`config.mk`:
```
export PLATFORM = sky130hd
export DESIGN_NAME = register_file_scoreboard
export DESIGN_NICKNAME = d
export VERILOG_FILES = /design/src/rtl/register_file_scoreboard.sv
export SDC_FILE = /design/constraint.sdc
export NUM_CORES = 2
export LEC_CHECK = 0
export CAP_MARGIN = 25
export CORE_ASPECT_RATIO = 0.9
export CORE_MARGIN = 5
export CORE_UTILIZATION = 47
export DETAILED_ROUTE_END_ITERATION = 10
export PLACE_DENSITY = 0.71
export SLEW_MARGIN = 40
export SYNTH_ARGS = -nofsm -noshare
export SYNTH_HDL_FRONTEND = slang
export SYNTH_SLANG_ARGS = --single-unit
```
`constraint.sdc`:
```
create_clock -name clk -period 3.8 [get_ports clk]
set_clock_uncertainty 0.2 [all_clocks]
set_input_delay 0.38 -clock clk [delete_from_list [all_inputs] [get_ports clk]]
set_output_delay 0.38 -clock clk [all_outputs]
set_load 0.01 [all_outputs]
```
`src/rtl/register_file_scoreboard.sv`:
```
// register_file_scoreboard
//   Integer register file for the core pipeline with a per-register busy
//   scoreboard. Decode reads operands and issues destinations (setting
//   busy); writeback writes results (clearing busy). Register 0 reads as
//   zero, is never busy, and ignores writes and issues.
//
// Parameters
//   XLEN  : register width
//   NREGS : register count (power of two, >= 2)
//   NRD   : number of combinational read ports (1..4)
//   AW    : address width, derived from NREGS
//
// Ports
//   clk, rst_n   : clock (rising edge), asynchronous active-low reset
//   rd_address   : NRD flattened read addresses, port k at [k*AW +: AW]
//   data_out     : NRD flattened read data, port k at [k*XLEN +: XLEN]
//   busy_out     : busy bit of the register addressed by each read port
//   wr_enable, wr_address, wr_data : writeback (write + busy clear)
//   iss_enable, iss_address        : issue (busy set)
//   busy_vec     : full scoreboard, bit i = register i busy
//
// Build option
//   REGFILE_BYPASS_EN : when defined, a same-cycle writeback to a read
//   port's address is forwarded to data_out and clears busy_out, unless
//   the same register is being re-issued in that cycle.
module register_file_scoreboard #(
  parameter int XLEN  = 32,
  parameter int NREGS = 32,
  parameter int NRD   = 2,
  localparam int AW   = $clog2(NREGS)
) (
  input  logic                clk,
  input  logic                rst_n,
  input  logic [NRD*AW-1:0]   rd_address,
  output logic [NRD*XLEN-1:0] data_out,
  output logic [NRD-1:0]      busy_out,
  input  logic                wr_enable,
  input  logic [AW-1:0]       wr_address,
  input  logic [XLEN-1:0]     wr_data,
  input  logic                iss_enable,
  input  logic [AW-1:0]       iss_address,
  output logic [NREGS-1:0]    busy_vec
);

  logic [XLEN-1:0]  mem [NREGS];
  logic [NREGS-1:0] busy;
  logic [NREGS-1:0] set_vec;
  logic [NREGS-1:0] clr_vec;

  // One-hot issue/writeback decode; register 0 masked out of both.
  always_comb begin
    set_vec = '0;
    clr_vec = '0;
    if (iss_enable) set_vec[iss_address] = 1'b1;
    if (wr_enable)  clr_vec[wr_address]  = 1'b1;
    set_vec[0] = 1'b0;
    clr_vec[0] = 1'b0;
  end

  // Set is applied after clear so a same-edge issue wins over writeback.
  always_ff @(posedge clk or negedge rst_n) begin
    if (!rst_n) begin
      busy <= '0;
    end else begin
      busy <= (busy & ~clr_vec) | set_vec;
    end
  end

  always_ff @(posedge clk or negedge rst_n) begin
    if (!rst_n) begin
      for (int unsigned i = 0; i < NREGS; i++) mem[i] <= '0;
    end else if (wr_enable && (wr_address != '0)) begin
      mem[wr_address] <= wr_data;
    end
  end

  assign busy_vec = busy;

  always_comb begin
    logic [AW-1:0] ra;
    ra       = '0;
    data_out = '0;
    busy_out = '0;
    for (int unsigned k = 0; k < NRD; k++) begin
      ra = rd_address[k*AW +: AW];
      data_out[k*XLEN +: XLEN] = (ra == '0) ? '0 : mem[ra];
      busy_out[k]              = busy[ra];
`ifdef REGFILE_BYPASS_EN
      // Forwarding is gated by rst_n so reset forces zero outputs even
      // while a writeback strobe is present.
      if (rst_n && wr_enable && (wr_address != '0) && (wr_address == ra)) begin
        data_out[k*XLEN +: XLEN] = wr_data;
        if (!(iss_enable && (iss_address == wr_address))) busy_out[k] = 1'b0;
      end
`endif
    end
  end

endmodule

```
### Word level (Yosys, flattened, before mapping)

Index checks and enable logic that the tools add are counted.

* register bits: 1056
* bits in latches: 0
* bits in writable memories: 0
* bits in read-only memories: 0
* input port bits: 56
* output and inout bits: 98
* logic and storage cells: 77
* memories kept: 0

* $add $sub $neg: 0
* $mul: 0
* div/mod/pow operators: 0
* order comparisons: 10
* eq/ne operators: 0
* shifts and indexed selects: 0
* multiplexer cells: 21
* bitwise gates (word level): 6
* reductions and logical operators: 7

Operators with widths (count)
* bitwise mux 1024 bit: 1
* binary-select mux 32 bit (select 5 bit): 2
* 2-to-1 mux 32 bit: 9
* demux 32 bit (select 5 bit): 1
* AND 32 bit: 1
* NOT 32 bit: 1
* bitwise OR 32 bit: 1
* less-than comparator 5 x 6 -> 1 bit (second input constant): 4
* >= comparator 6 bit (second input constant): 3
* NOT 5 -> 6 bit: 3
* binary-select mux 1 bit (select 5 bit): 2
* demux 1 bit (select 5 bit): 2
* >= comparator 5 x 1 -> 1 bit (second input constant): 2
* logical NOT 5 bit: 2
* less-than comparator 6 x 1 -> 1 bit (second input constant): 1
* nonzero test 5 bit: 1
* logical AND 1 bit: 4
* 2-to-1 mux 1 bit: 4

### Longest topological paths before layout

* depth after elaboration: 8
* gate-level depth with buffers: 8
* mapped depth without buffers: 4

### Least setup slack after synthesis

Ideal clock, no wire load.

* path type: input-to-output
* start: input rd_address[6]
* end: output busy_out[1]
* arrival: 2.056 ns
* data required time: 3.220 ns
* setup slack: 1.164 ns
* stages: 6
* path buffers: 3
* cell sequence: buf_2 buf_2 buf_2 mux4_2 mux4_2 mux2_2

* word-level cells in the longest chain between the ends: 2

RTL lines
* from (decl): RTL line 34 `input logic [NRD*AW-1:0] rd_address,`
* binary-select mux 1 bit (select 5 bit): RTL line 87 `busy_out[k] = busy[ra];`
* 2-to-1 mux 1 bit (implied by the code): RTL line 87
* to (decl): RTL line 36 `output logic [NRD-1:0] busy_out,`

Every way passes these cells. The select of a mux whose other input is x is not followed.

### Worst setup path in the final report

* start: input rd_address[0]
* end: output data_out[24]

* word-level cells in the longest chain between the ends: 5
* elaborated cells on any way between the ends: 6
* those cells by class: 4 x mux; 1 x bitwise; 1 x reduce/logical

RTL lines
* NOT 5 -> 6 bit (implied by the code): RTL line 86 `data_out[k*XLEN +: XLEN] = (ra == '0) ? '0 : mem[ra];`
* binary-select mux 32 bit (select 5 bit): RTL line 86
* 2-to-1 mux 32 bit (implied by the code) (2 in series): RTL line 86
* 2-to-1 mux 32 bit *: RTL line 86
* to (decl): RTL line 35 `output logic [NRD*XLEN-1:0] data_out,`

Every way passes the cells marked *; elsewhere a longest branch is shown, timed or not. The select of a mux whose other input is x is not followed.

==> impl_metrics.toml <==
[power]
intPower_uw = 24400
p_sw_uw = 9250
power_frac_seq = 0.445
p_sw_frac = 0.275
p_per_area_nw_per_um2 = 523
vdd_drop_max_uv = 382
finalPower_uw = 33700
p_leak_uw = 0.0275
clkPwrFrac = 0.342
p_comb_frac = 0.213

[floorplanning]
core_area_sq_um = 119000
start_util = 0.471
num_rows = 120
die_h_um = 337
die_area_sq_um = 126000
io_pins = 154
die_width_um = 374

[routing]
wirelength_um = 179000
wl_per_cell_um = 32.5
routed_via_density = 6.82
drt_iter0_drc = 4556
drcViolationCount = 0
first_pass_iters = 5
vias = 37616
antenna_left = 0

[timing]
final-setup-viol-count = 0
slew_violations = 0
tns_ns = 0
worst_slack_ns = 0.0895
slew_headroom = 0.385
clock.fmax_ghz = 0.270
tightest_slew_ns = 0.923
rsz0062_at_grt = "no"
finalCriticalPeriod_ns = 3.71
period_share = 0.976
final-hold-violation-count = 0

[yosys]
yosysTopAreaCellShare = 0.472
synth_cells = 3744
synthMostInstantiatedCell = "mux2_2"
syn_avg_cell_area_sq_um = 14.9
ys_ff_latch = 1055
synthTopCellsByArea = "dfrtp_1 (47%), mux2_2 (21%), mux4_2 (19%)"
synth-edff-count = 0
yosysTopAreaCell = "dfrtp_1"
syn-num-nets = 3800
ys_seq_area_frac = 0.472
netlist_area_sq_um = 55900
synth.distinct_cells = 32
ys_async_sr_fraction = 1.00
yosysWarnings = 0
synth_commonest_cells = "mux2_2 (1058), dfrtp_1 (1055), mux4_2 (466)"
synthFlopType = "dfrtp_1"

[critical_path]
crit_type = "in -> out"
required_ns = 3.22
cp_max_fo = 32
rrSetupSlack_ns = 2.75
r2r.worst_path.cells = 1
crit_path_start_kind = "input pin"
crit_path_end_kind = "output port"
arrival_ns = 3.13

[global_routing]
grt_pass1_wl_um = 266000
use_met2 = 0.425
top_usage_layer = "met2"
grt_use_met1 = 0.413
grtUsageTotal = 0.283
grt_pass1_vias = 37839
use_met3 = 0.0683
antenna_found_initial = 15
overflow = 0
grt_max_degree = 98

[hold_path]
hold_class = "in -> async"

[final_layout]
area_growth_syn_to_layout_pct = 15.2
drive_gt1_frac = 0.524
final_util = 0.543
nets = 3886

[clock_tree]
cts.path.max_buffers = 3
clk_pin_slew_ns = 0.07
cts-root-buf = "clkbuf_16"
htree_levels = 3
cts_sinks = 1055
clk_latency_ns = 0.71
cts_tree = "done"
cts_buffers = 113

[place]
place_ws_ns = -0.0328
port-buffer-count = 152
gp_congestion = 0.843
dp_hpwl_um = 111000

[flow_run]
cap_violations = 0

[status]
status = "completed"
-- cell usage in the layout, fill, tap and decap left out, types with 64 or more instances in the layout --
| master | instances |
|---|---|
| dfrtp_1 | 1055 |
| a22oi_1 | 64 |
| buf_4 | 178 |
| clkbuf_16 | 114 |
| clkdlybuf4s50_1 | 109 |
| mux4_2 | 466 |
| nor2b_1 | 64 |
| buf_12 | 74 |
| mux2i_1 | 130 |
| o21ai_0 | 145 |
| mux2_2 | 1058 |
-- stage by stage --
| stage | instances | instance area (sq um) | hold slack (ns) |
|---|---|---|---|
| 2_1_floorplan | 3744 | 55900 | -0.116 |
| 3_3_place_gp | 5298 | 60600 | 0.176 |
| 3_5_place_dp | 5300 | 60500 | 0.182 |
| 4_1_cts | 5512 | 64400 | 0.0272 |
| 5_1_grt | 5513 | 64400 | 0.0620 |
| 6_report | 5517 | 64400 | 0.0400 |
-- registers in the layout, summed over array words and instances (netlist names) --
name / count
mem: 1024
busy_vec: 31
-- metal layers --
layer | share of wire | vias up
li1 | - | 14775
met2 | 0.44 | 2123
met1 | 0.42 | 20279
met5 | 0.00030 | -
met4 | 0.034 | 8
met3 | 0.10 | 431
-- path summary, 6_finish.rpt --
path,from,to
worst min register to register,mem[1014],mem[1014]
worst min-delay path,rst_n,mem[488]
max in group asynchronous,rst_n,mem[686]
worst max-delay path,rd_address[0],data_out[24]
worst max register to register,busy_vec[2],busy_vec[2]
min in group clk,wr_data[3],mem[963]
-- cell type report --
cell class              instances  area, sq um
flip-flops and latches       1055        26400
clock buffers                 171         3340
well taps                    1586         1980
inverters                       2         12.5
clock inverters                40          542
multi-input cells            2251        27900
fillers                      9519        54200
repair buffers                407         4220
diodes                          5         12.5
-- power by group through the flow --
stage / logic [uW] / registers [uW] / clock network (uW)
6_report: 7180 / 15000 / 11500
2_1_floorplan: 5000 / 14600 / 0
4_1_cts: 7150 / 14900 / 11700
3_5_place_dp: 7110 / 15100 / 0
3_3_place_gp: 6980 / 15000 / 0
5_1_grt: 7640 / 15300 / 12100
-- cell families (layout without fill, tap and decap cells) --
group                  Yosys count  in the layout  synth area share
multiplexers                  1654           1654             0.424
flip-flops                    1055           1055             0.472
buffers and inverters          438            620            0.0337
AO/OA/AOI/OAI                  418            418            0.0529
AND/OR/NAND/NOR                178            178            0.0170
other                            1              6         0.0000671
-- critical path, stage by stage --
cell	delay (ns)
buf_8	0.39
buf_12	0.25
and2_2	0.38
buf_12	0.22
a22oi_1	0.09
a311oi_1	0.57
buf_4	0.22
clkdlybuf4s50_1	0.56
-- timing repair --
item                       in CTS  in global routing
hold buffers                    1                  0
pin swaps                       0                  0
hold endpoints to repair      205                  0
gates resized for setup         2                  1
setup endpoints to repair       1                  1
setup buffers                   0                  0
(Power assumes the default switching activity.)
